$ cat config.mk
export PLATFORM = sky130hd
export DESIGN_NAME = his_peak_reader
export DESIGN_NICKNAME = d
export VERILOG_FILES = /design/src/rtl/his_peak_reader_pkg.sv /design/src/rtl/his_peak_reader_peak_tracker.sv /design/src/rtl/his_peak_reader.sv
export SDC_FILE = /design/constraint.sdc
export NUM_CORES = 1
export LEC_CHECK = 0
export CAP_MARGIN = 30
export CORE_MARGIN = 2
export CORE_UTILIZATION = 45
export DETAILED_ROUTE_END_ITERATION = 8
export PLACE_DENSITY = 0.79
export SLEW_MARGIN = 20
export SYNTH_ARGS = -nofsm -noshare
export SYNTH_HDL_FRONTEND = slang
export SYNTH_SLANG_ARGS = --single-unit
$ cat constraint.sdc
create_clock -name clk -period 2.6 [get_ports clk]
set_clock_uncertainty 0.2 [all_clocks]
set_input_delay 0.78 -clock clk [delete_from_list [all_inputs] [get_ports clk]]
set_output_delay 0.78 -clock clk [all_outputs]
set_load 0.05 [all_outputs]
$ cat src/rtl/his_peak_reader_pkg.sv
// Shared sizes, state encoding and helpers for the histogram peak reader.
// Sizes must match the histogram builder that fills the same SRAM.
package his_peak_reader_pkg;

   localparam int NB        = 8;
   localparam int BIN_NUM   = 256;
   localparam int PIXEL_NUM = 4;
   localparam int PIX_W     = $clog2(PIXEL_NUM);
   localparam int RAM_ADDR  = 10;
   localparam int PEAK_W    = 16;

   // Port B read enable is active low
   localparam logic RD_EN_ACTIVE = 1'b0;
   localparam logic RD_EN_IDLE   = 1'b1;

   localparam logic [2:0] ST_IDLE  = 3'd0;
   localparam logic [2:0] ST_ISSUE = 3'd1;
   localparam logic [2:0] ST_DRAIN = 3'd2;
   localparam logic [2:0] ST_EMIT  = 3'd3;
   localparam logic [2:0] ST_DONE  = 3'd4;

   typedef struct packed {
      logic [PIX_W-1:0]  pixel;
      logic [NB-1:0]     bin;
      logic [PEAK_W-1:0] count;
      logic              found;
   } peakRes_t;

   function automatic logic [RAM_ADDR-1:0] binAddr(input logic [PIX_W-1:0] pix,
                                                   input logic [NB-1:0]    bin);
      return RAM_ADDR'({pix, bin});
   endfunction

endpackage

$ cat src/rtl/his_peak_reader_peak_tracker.sv
// Running maximum of returned bin counts for one pixel histogram.
// The first word after clear loads unconditionally; later words must be strictly greater.
module his_peak_reader_peak_tracker
   import his_peak_reader_pkg::*;
(
   input  logic              clk,
   input  logic              res,
   input  logic              clear,
   input  logic              valid,
   input  logic [NB-1:0]     bin,
   input  logic [PEAK_W-1:0] count,
   output logic [NB-1:0]     maxBin,
   output logic [PEAK_W-1:0] maxCnt
);

   logic first_r;

   // Strict compare keeps the lowest bin index on ties
   always_ff @(posedge clk) begin
      if (res) begin
         first_r <= 1'b1;
         maxBin  <= '0;
         maxCnt  <= '0;
      end else if (clear) begin
         first_r <= 1'b1;
         maxBin  <= '0;
         maxCnt  <= '0;
      end else if (valid && (first_r || (count > maxCnt))) begin
         first_r <= 1'b0;
         maxBin  <= bin;
         maxCnt  <= count;
      end else begin
         first_r <= first_r;
         maxBin  <= maxBin;
         maxCnt  <= maxCnt;
      end
   end

endmodule

$ cat src/rtl/his_peak_reader.sv
// Scans every pixel histogram through SRAM port B and reports the peak bin per pixel,
// followed by a single done pulse.
module his_peak_reader
   import his_peak_reader_pkg::*;
#(
   parameter int RD_LAT = 1
)(
   input  logic                clk,
   input  logic                res,
   input  logic                start,
   input  logic [PEAK_W-1:0]   counts,
   output logic [RAM_ADDR-1:0] raddr,
   output logic                rEnable,
   output logic                readFlag,
   output logic                busy,
   output logic                peak_valid,
   output logic [PIX_W-1:0]    peak_pixel,
   output logic [NB-1:0]       peak_bin,
   output logic [PEAK_W-1:0]   peak_count,
   output logic                peak_found,
   output logic                done
);

   localparam logic [NB-1:0]    LAST_BIN = NB'(BIN_NUM - 1);
   localparam logic [PIX_W-1:0] LAST_PIX = PIX_W'(PIXEL_NUM - 1);

   logic [2:0]        state_r;
   logic [PIX_W-1:0]  pix_r;
   logic [NB-1:0]     bin_r;
   logic [RD_LAT-1:0] vld_r;
   logic [NB-1:0]     tag_r [RD_LAT];

   logic              clear_s;
   logic [PIX_W-1:0]  pixNext_s;
   logic [NB-1:0]     maxBin_s;
   logic [PEAK_W-1:0] maxCnt_s;
   peakRes_t          result_s;

   assign clear_s   = ((state_r == ST_IDLE) && start) ||
                      ((state_r == ST_EMIT) && (pix_r != LAST_PIX));
   assign pixNext_s = pix_r + PIX_W'(1'b1);
   assign result_s  = '{pixel: pix_r, bin: maxBin_s, count: maxCnt_s,
                        found: (maxCnt_s != '0)};

   his_peak_reader_peak_tracker u_tracker (
      .clk    (clk),
      .res    (res),
      .clear  (clear_s),
      .valid  (vld_r[RD_LAT-1]),
      .bin    (tag_r[RD_LAT-1]),
      .count  (counts),
      .maxBin (maxBin_s),
      .maxCnt (maxCnt_s)
   );

   // Tag each issued read with its bin so the tracker knows which bin returned
   always_ff @(posedge clk) begin
      if (res) begin
         vld_r <= '0;
         for (int i = 0; i < RD_LAT; i++) tag_r[i] <= '0;
      end else begin
         vld_r[0] <= readFlag;
         tag_r[0] <= raddr[NB-1:0];
         for (int i = 1; i < RD_LAT; i++) begin
            vld_r[i] <= vld_r[i-1];
            tag_r[i] <= tag_r[i-1];
         end
      end
   end

   // Scan sequencer; all port B controls and result outputs are registered here
   always_ff @(posedge clk) begin
      if (res) begin
         state_r    <= ST_IDLE;
         pix_r      <= '0;
         bin_r      <= '0;
         raddr      <= '0;
         rEnable    <= RD_EN_IDLE;
         readFlag   <= 1'b0;
         busy       <= 1'b0;
         peak_valid <= 1'b0;
         {peak_pixel, peak_bin, peak_count, peak_found} <= '0;
         done       <= 1'b0;
      end else begin
         case (state_r)
            ST_IDLE: begin
               if (start) begin
                  state_r  <= ST_ISSUE;
                  pix_r    <= '0;
                  bin_r    <= '0;
                  raddr    <= binAddr('0, '0);
                  rEnable  <= RD_EN_ACTIVE;
                  readFlag <= 1'b1;
                  busy     <= 1'b1;
               end
            end
            ST_ISSUE: begin
               if (bin_r == LAST_BIN) begin
                  state_r  <= ST_DRAIN;
                  rEnable  <= RD_EN_IDLE;
                  readFlag <= 1'b0;
               end else begin
                  bin_r <= bin_r + NB'(1'b1);
                  raddr <= binAddr(pix_r, bin_r + NB'(1'b1));
               end
            end
            ST_DRAIN: begin
               if (vld_r == '0) begin
                  state_r    <= ST_EMIT;
                  peak_valid <= 1'b1;
                  {peak_pixel, peak_bin, peak_count, peak_found} <= result_s;
               end
            end
            ST_EMIT: begin
               peak_valid <= 1'b0;
               if (pix_r == LAST_PIX) begin
                  state_r <= ST_DONE;
                  done    <= 1'b1;
                  busy    <= 1'b0;
               end else begin
                  state_r  <= ST_ISSUE;
                  pix_r    <= pixNext_s;
                  bin_r    <= '0;
                  raddr    <= binAddr(pixNext_s, '0);
                  rEnable  <= RD_EN_ACTIVE;
                  readFlag <= 1'b1;
               end
            end
            ST_DONE: begin
               done    <= 1'b0;
               state_r <= ST_IDLE;
            end
            default: begin
               state_r  <= ST_IDLE;
               rEnable  <= RD_EN_IDLE;
               readFlag <= 1'b0;
               busy     <= 1'b0;
            end
         endcase
      end
   end

endmodule

# ---- After elaboration in Yosys (flattened, before gate mapping)
# Memories as Yosys holds them, arrays and structs flattened. A register that Yosys moved wholly into a read port is not among the register bits.
# Index checks and enable logic that the tools add are counted.
dict set report op_classes {
  add_sub_neg 2
  mul 0
  n_div 0
  magnitude_cmp 1
  n_eq_ne 13
  shift 0
  n_mux 35
  bitwise 3
  n_reduce_logical 23
}
# op n
set op_table {}
lappend op_table {{2-to-1 mux 8 bit} 4}
lappend op_table {{2-to-1 mux 10 bit} 3}
lappend op_table {{one-hot mux 10 bit (3 select lines)} 1}
lappend op_table {{one-hot mux 8 bit (3 select lines)} 1}
lappend op_table {{greater-than comparator 16 bit} 1}
lappend op_table {{nonzero test 16 bit} 1}
lappend op_table {{2-to-1 mux 1 bit} 13}
lappend op_table {{2-to-1 mux 3 bit} 4}
lappend op_table {{!= test 2 bit, second input constant} 6}
lappend op_table {{one-hot mux 3 bit (4 select lines)} 1}
lappend op_table {{AND reduction 3 bit} 3}
lappend op_table {{adder 8 x 1 -> 8 bit, second input constant} 1}
lappend op_table {{== test 8 bit, second input constant} 1}
lappend op_table {{one-hot mux 1 bit (4 select lines)} 2}
lappend op_table {{AND reduction 4 bit} 2}
lappend op_table {{OR reduction 8 bit} 1}
lappend op_table {{== test 3 x 2 -> 1 bit, second input constant} 2}
lappend op_table {{AND reduction 2 bit} 3}
lappend op_table {{nonzero test 2 bit} 3}
lappend op_table {{2-to-1 mux 2 bit} 2}
lappend op_table {{one-hot mux 1 bit (2 select lines)} 2}
lappend op_table {{one-hot mux 2 bit (2 select lines)} 1}
lappend op_table {{OR reduction 2 bit} 2}
lappend op_table {{== test 3 x 1 -> 1 bit, second input constant} 1}
lappend op_table {{other kinds (11)} 16}
dict set report word_totals {
  register_bits 73
  latch_bits 0
  mem_bits_rw 8
  romBits 0
  in_bits 19
  out_inout_bits 42
  n_memories 1
}
# name words word_bits read_ports rd_clocked_by_memory_dff wr line_no
set memory_table {}
lappend memory_table {tag_r 1 8 1 1 1 his_peak_reader.sv:31} ;# logic [NB-1:0] tag_r [RD_LAT];

# ---- Longest topological paths before layout
# Gate-level depths: netlist (run 1).
dict set report logic_depth {
  depth_word 4
  depth_mapped 8
}

# ---- By module
# From an unflattened synthesis (run 1), not the netlist that was laid out.
dict set report unflattened {
  cells_unflattened 446
  area_unflattened_um2 3867.5
}
# mod n_inst cells_per_inst area_each_um2
set by_module_without_submodules {}
lappend by_module_without_submodules {his_peak_reader 1 281 2463.6}
lappend by_module_without_submodules {his_peak_reader_peak_tracker 1 165 1403.8}

# ---- Worst setup path before layout (run 1)
# Ideal clock, no wire load.
dict set report synth_path {
  kind {input to register}
  from {input counts[14]}
  to {register u_tracker.maxBin[1] (read register of tag_r)}
  arrival_ns 2.451
  slack_ns -0.123
  path_stages 7
  path_cell_list {ha_1 a21oi_2 a21boi_1 a2111o_1 o31ai_4 buf_8 mux2i_1}
}
dict set report synth_between {
  elab_chain_cells 3
}
# item line_no
set synth_lines {}
lappend synth_lines {{start: declaration} his_peak_reader.sv:11} ;# input logic [PEAK_W-1:0] counts,
lappend synth_lines {{greater-than comparator 16 bit} his_peak_reader_peak_tracker.sv:28} ;# end else if (valid && (first_r || (count > maxCnt))) begin
lappend synth_lines {{logical OR 1 bit} his_peak_reader_peak_tracker.sv:28}
lappend synth_lines {{logical AND 1 bit} his_peak_reader_peak_tracker.sv:28}
lappend synth_lines {{end: declaration} his_peak_reader_peak_tracker.sv:12} ;# output logic [NB-1:0] maxBin,
# Every way passes these cells.
# A chain may end at the register's enable or synchronous reset.

# ---- Worst setup path in the final report (run 1)
dict set report layout_path {
  from {input counts[7]}
  to {register u_tracker.maxCnt[5]}
}
dict set report layout_between {
  elab_chain_cells 3
}
# item line_no
set layout_lines {}
lappend layout_lines {{greater-than comparator 16 bit} his_peak_reader_peak_tracker.sv:28}
lappend layout_lines {{logical OR 1 bit} his_peak_reader_peak_tracker.sv:28}
lappend layout_lines {{logical AND 1 bit} his_peak_reader_peak_tracker.sv:28}
lappend layout_lines {{end signal: assignment} his_peak_reader_peak_tracker.sv:31} ;# maxCnt <= count;
lappend layout_lines {{end signal: assignment} his_peak_reader_peak_tracker.sv:35} ;# maxCnt <= maxCnt;
lappend layout_lines {{end: declaration} his_peak_reader_peak_tracker.sv:13} ;# output logic [PEAK_W-1:0] maxCnt
# Every way passes these cells.

==> run_results.csv, run 1 <==
group,metric,value,unit
critical_path,crit_arrival,2.64,ns
die,die_area,9340,sq um
routing,vias,3402,
power,switchingPower,0.000684,W
cells_and_area,final_util,0.609,
timing,hold_viol,0,
critical_path,start_kind,"input port",
clock_tree,cts-root-buf,"clkbuf_8",
die,fp.dieW,96.7,um
outcome,status,"finished, final reports clean",
timing,slew_violations,0,
clock_tree,hold_buffers,0,
placed_design,hpwl,6630,um
logic_synthesis,ys_dominant_reg_cell,"dfxtp_1",
critical_path,end_kind,"flip-flop",
die,start_util,0.468,
cells_and_area,area_growth,30.2,%
global_routing,grt.total_usage,0.208,
logic_synthesis,ys_ff_latch,87,
power,pwr-share-comb,0.122,
power,swShare,0.265,
critical_path,crit_required,2.68,ns
die,coreArea,8260,sq um
logic_synthesis,syn_area,3860,sq um
critical_path,worst-setup-path-type,"in -> reg",
power,seq_power_share,0.530,
power,power,0.00258,W
die,fp.dieH,96.7,um
logic_synthesis,synth_edf_count,0,
logic_synthesis,yosysWarnings,0,
cells_and_area,fillCellCount,716,
logic_synthesis,syn_nets,492,
timing,finalSetupViolations,0,
die,rows,33,
timing,relSlewSlack,0.664,
routing,firstDrtPassIters,4,
power,leakage,1.92,nW
power,p_int,0.00189,W
routing,drt_iter0_drc,120,
routing,ant_nets,0,
logic_synthesis,yosysUniqueCellTypes,46,
routing,wl_per_cell,14.9,um
routing,drcViolationCount,0,
clock_tree,clockBufferDepth,2,
clock_tree,clkTransAtPathRegs,0.09,ns
global_routing,grt_pass1_vias,3453,
timing,min_period_over_period,0.985,
logic_synthesis,ys_seq_area_frac,0.451,
global_routing,grt_first_pass_wirelength,16100,um
global_routing,grt_max_degree,39,
logic_synthesis,async_reset_ff_frac,0,
clock_tree,clkSinkCount,87,
timing,worst-slew-pin-transition,0.502,ns
clock_tree,cts_buffers,9,
global_routing,antenna_found_initial,0,
clock_tree,htreeDepth,3,
power,ir_drop,247,uV
routing,route.detailed.vias_per_inst,5.32,
logic_synthesis,syn_avg_cell_area,8.49,sq um
timing,rsz0062_at_grt,"true",
critical_path,worstPathMaxFanout,4,
die,io_pins,61,
cells_and_area,n_antenna_cell,0,
run,maxCapViolations,0,
timing,fmax,0.391,GHz
clock_tree,tritoncts,"yes",
cells_and_area,drive_above_1_share,0.172,
cells_and_area,nets,567,
timing,fin_crit,2.56,ns
global_routing,grt_overflow_total,0,
placed_design,gp_congestion,0.848,
placed_design,io_buffers,60,
logic_synthesis,syn_inst,455,
power,pwr_density_cell,512,nW/um^2
clock_tree,clock_latency,0.35,ns
power,pwr-share-clk,0.348,
routing,routed_wl,9540,um
hold_path,min_path_type,"reg -> reg",
-- area by class of cell --
type                            count  area (sq um)  area share
Multi-Input combinational cell    321          2080       0.413
Sequential cell                    87          1740       0.346
Clock buffer                       11           151      0.0301
Tap cell                          105           131      0.0261
Timing Repair Buffer               92           820       0.163
Inverter                           19          71.3      0.0142
Clock inverter                      5          38.8     0.00771
-- registers in the layout (all words and copies together) (netlist names), 2 cells and up --
| signal | count |
|---|---|
| bin_r | 8 |
| peak_bin | 8 |
| peak_count | 16 |
| peak_pixel | 2 |
| pix_r | 2 |
| raddr | 8 |
| state_r | 3 |
| tag_r | 8 |
| u_tracker.maxBin | 8 |
| u_tracker.maxCnt | 16 |
-- power by group through the flow --
stage               combinational, W  sequential (W)  clock, W
floorplan                   0.000175         0.00141         0
global placement            0.000289         0.00140         0
detailed placement          0.000298         0.00140         0
CTS                         0.000312         0.00136  0.000913
global route                0.000343         0.00137  0.000971
finish                      0.000315         0.00137  0.000897
-- cell usage after synthesis, types with 6 or more instances --
cell	instances	area share
a21oi_1	48	0.062
clkbuf_1	17	0.017
dfxtp_1	87	0.45
ha_1	18	0.058
inv_1	19	0.018
mux2i_1	26	0.067
nand2_1	119	0.12
nand3_1	10	0.013
nor2_1	16	0.016
nor2b_1	13	0.021
o21ai_0	12	0.016
or3_1	6	0.0097
-- cells in the final DEF, fill, tap and decap left out, drive strengths merged, types with 4 or more instances in the layout --
cell type / synthesis / layout
nand3: 10 / 10
nor2b: 13 / 13
clkbuf: 17 / 22
o21ai: 13 / 13
or3: 6 / 6
clkdlybuf4s50: 0 / 44
nand2: 119 / 119
buf: 11 / 36
a21oi: 50 / 50
nor3: 4 / 4
nor4: 5 / 5
inv: 19 / 21
ha: 18 / 18
nor2: 16 / 16
nand4: 4 / 4
mux2i: 26 / 26
dfxtp: 87 / 87
-- worst paths after layout --
check / from / end / slack, ns / depth (start not counted)
max reg2reg: u_tracker.maxCnt[9] / u_tracker.maxCnt[5] / 0.10 / 10
max: counts[7] / u_tracker.maxCnt[5] / 0.04 / 9
min: tag_r[0][7] / u_tracker.maxBin[7] / 0.24 / 2
min reg2reg: tag_r[0][7] / u_tracker.maxBin[7] / 0.24 / 2
-- layer usage --
layer	routed length [um]	track usage	share of wire
met5	0	0	0
met4	254	0.0856	0.027
met3	339	0.0325	0.036
met2	4620	0.348	0.48
met1	4330	0.267	0.45
-- through the flow --
step | cells | setup WS (ns) | setup TNS [ns] | area [sq um] | hold WS (ns)
6_report | 640 | 0.0397 | 0 | 5030 | 0.238
5_1_grt | 640 | -0.0350 | -0.0865 | 5030 | 0.274
4_1_cts | 641 | 0.000497 | 0 | 5070 | 0.233
3_3_place_gp | 618 | -0.555 | -15.57 | 4790 | 0.225
3_5_place_dp | 618 | -0.666 | -17.95 | 4790 | 0.234
2_1_floorplan | 455 | -0.0921 | -1.84 | 3990 | 0.220
-- logic make-up after synthesis --
group	count (synthesis)	share of synthesized area
buffers and inverters	47	0.0589
muxes	26	0.0674
adders and majority gates	18	0.0583
xor gates and xnor gates	5	0.0113
DFF	87	0.451
AOI/OAI and AO/OA	84	0.136
and+or+nand+nor	188	0.217
-- worst max-delay path, cell delays in order --
cell,delay [ns]
buf_8,0.10
ha_4,0.21
a21oi_2,0.15
o21ai_1,0.10
a2111o_1,0.48
o31ai_4,0.33
buf_4,0.18
buf_6,0.11
mux2i_2,0.19
-- what timing repair did --
action | CTS | global route
gates cloned | 1 | 0
setup buffers | 6 | 1
resized for setup | 21 | 35
setup endpoints to repair | 24 | 26
pin swaps | 8 | 11
endpoints found under the hold margin | 0 | 0
Note: power is estimated with default switching activity, not from simulation.
==> run 2: changes to the inputs <==
--- a/config.mk
+++ b/config.mk
@@ -6,6 +6,7 @@
 export NUM_CORES = 1
 export LEC_CHECK = 0
 export CAP_MARGIN = 30
+export CORE_ASPECT_RATIO = 0.6
 export CORE_MARGIN = 2
 export CORE_UTILIZATION = 45
 export DETAILED_ROUTE_END_ITERATION = 8
==> run_results.csv, run 2 (same netlist as run 1, synthesis figures left out) <==
group,metric,value,unit
cells_and_area,fillCellCount,683,
global_routing,grt_max_degree,39,
cells_and_area,area_growth,32.8,%
timing,fmax,0.378,GHz
cells_and_area,regArea,1740,sq um
timing,relSlewSlack,0.648,
cells_and_area,n_antenna_cell,0,
routing,wl_per_cell,15.3,um
timing,rsz0062_at_grt,"true",
timing,fin_crit,2.64,ns
critical_path,worst-setup-path-type,"in -> reg",
global_routing,gr-usage-met2,0.327,
outcome,violations,"setup timing",
critical_path,start_kind,"input port",
routing,routed_wl,9810,um
clock_tree,cts_buffers,9,
die,die_area,9370,sq um
clock_tree,tritoncts,"yes",
placed_design,gp_congestion,0.957,
critical_path,end_kind,"flip-flop",
die,rows,26,
die,fp.dieH,75.8,um
routing,ant_nets,0,
clock_tree,htreeDepth,3,
global_routing,grt.met3_usage,0.0457,
cells_and_area,final_cell_mix,"nand2_1 (119), dfxtp_1 (85), a21oi_1 (46), clkdlybuf4s50_1 (44), mux2i_1 (26)",
critical_path,crit_required,2.66,ns
global_routing,grt.total_usage,0.221,
timing,fin_ws,-0.0420,ns
clock_tree,cts-root-buf,"clkbuf_16",
routing,route.detailed.vias_per_inst,5.27,
cells_and_area,nets,562,
clock_tree,clockBufferDepth,2,
clock_tree,clock_latency,0.34,ns
critical_path,max_stage_delay,0.45,ns
global_routing,grt_first_pass_wirelength,15600,um
placed_design,io_buffers,60,
routing,drt_iter0_drc,264,
cells_and_area,final_common_cell,"nand2_1",
global_routing,grt_util_met1,0.314,
clock_tree,clkTransAtPathRegs,0.07,ns
critical_path,slowest_stage,"clkdlybuf4s50_1",
timing,slew_violations,0,
power,leakage,1.96,nW
power,ir_drop,303,uV
global_routing,antenna_found_initial,0,
timing,setup_tns,-0.172,ns
timing,finalSetupViolations,15,
die,coreArea,8430,sq um
critical_path,worstPathMaxFanout,8,
hold_path,min_path_type,"reg -> reg",
global_routing,gr-max-usage-layer,"met2",
timing,min_period_over_period,1.02,
outcome,status,"finished, violations left",
global_routing,grt_overflow_total,0,
critical_path,path_cells,"clkdlybuf4s50_1, inv_1, ha_1, nor2b_1, o211ai_1, a21boi_4, o31ai_4, buf_6, buf_16, mux2i_1",
global_routing,grt_pass1_vias,3172,
timing,hold_viol,0,
run,maxCapViolations,0,
placed_design,hpwl,6920,um
critical_path,crit_arrival,2.71,ns
timing,worst-slew-pin-transition,0.527,ns
routing,vias,3385,
power,pwr_density_cell,561,nW/um^2
die,start_util,0.459,
die,fp.dieW,124,um
cells_and_area,drive_above_1_share,0.162,
cells_and_area,multi_input_area,2080,sq um
die,io_pins,61,
routing,firstDrtPassIters,5,
routing,drcViolationCount,0,
clock_tree,clkSinkCount,87,
timing,hold_slack,0.237,ns
run 2: changes by cell type in the layout (fill, tap and decap cells not counted), sizes merged:
cell and change:
buf -1, clkinv +1, clkbuf -6, clkinvlp +1
run 2: critical path: cells and delay by family:
family                     cells  cell delay (ns)
AOI/OAI and AO/OA              3             0.71
adders and majority gates      1             0.15
buffers and inverters          4             0.82
and+or+nand+nor                1             0.05
muxes                          1             0.20
run 2: where the power goes:
part / total [W] / switching (W) / internal (W)
Combinational: 0.000321 / 0.000175 / 0.000145
Clock: 0.00118 / 0.000536 / 0.000648
Sequential: 0.00137 / 0.0000217 / 0.00135
Total: 0.00288 / 0.000733 / 0.00214
run 2: repair_timing:
action,4_1_cts,5_1_grt
pin swaps,9,16
gates cloned,1,0
endpoints found under the setup margin,24,24
hold buffers,0,0
resized for setup,34,30
setup buffers,3,1
run 2: worst paths after layout:
| kind | start | depth (start not counted) | slack [ns] | to |
|---|---|---|---|---|
| worst min-delay path | tag_r[0][7] | 2 | 0.24 | u_tracker.maxBin[7] |
| worst max register to register | u_tracker.maxCnt[14] | 9 | 0.07 | u_tracker.maxBin[3] |
| worst max-delay path | counts[0] | 10 | -0.04 | u_tracker.maxBin[3] |
| worst min register to register | tag_r[0][7] | 2 | 0.24 | u_tracker.maxBin[7] |
run 2: metrics by stage:
step	total power, W	std cells	area [sq um]	utilization	worst slack [ns]
2_1_floorplan	0.00158	455	3990	-	-0.0921
3_3_place_gp	0.00169	621	4760	0.565	-0.584
4_1_cts	0.00288	641	5100	0.606	0.00127
5_1_grt	0.00299	642	5130	0.609	-0.0509
3_5_place_dp	0.00169	621	4760	0.565	-0.666
6_report	0.00288	642	5130	0.609	-0.0420
run 2: cell type report:
cell class / instances / share of cell area
clock inverters: 7 / 0.00926
multi-input cells: 321 / 0.405
inverters: 19 / 0.0139
flip-flops and latches: 87 / 0.340
well taps: 112 / 0.0273
clock buffers: 9 / 0.0439
repair buffers: 87 / 0.161
run 2: per-layer routing:
layer  share of wire  routed length, um
met1            0.48               4750
met2            0.42               4140
met3           0.077                756
met4           0.017                164
met5               0                  0
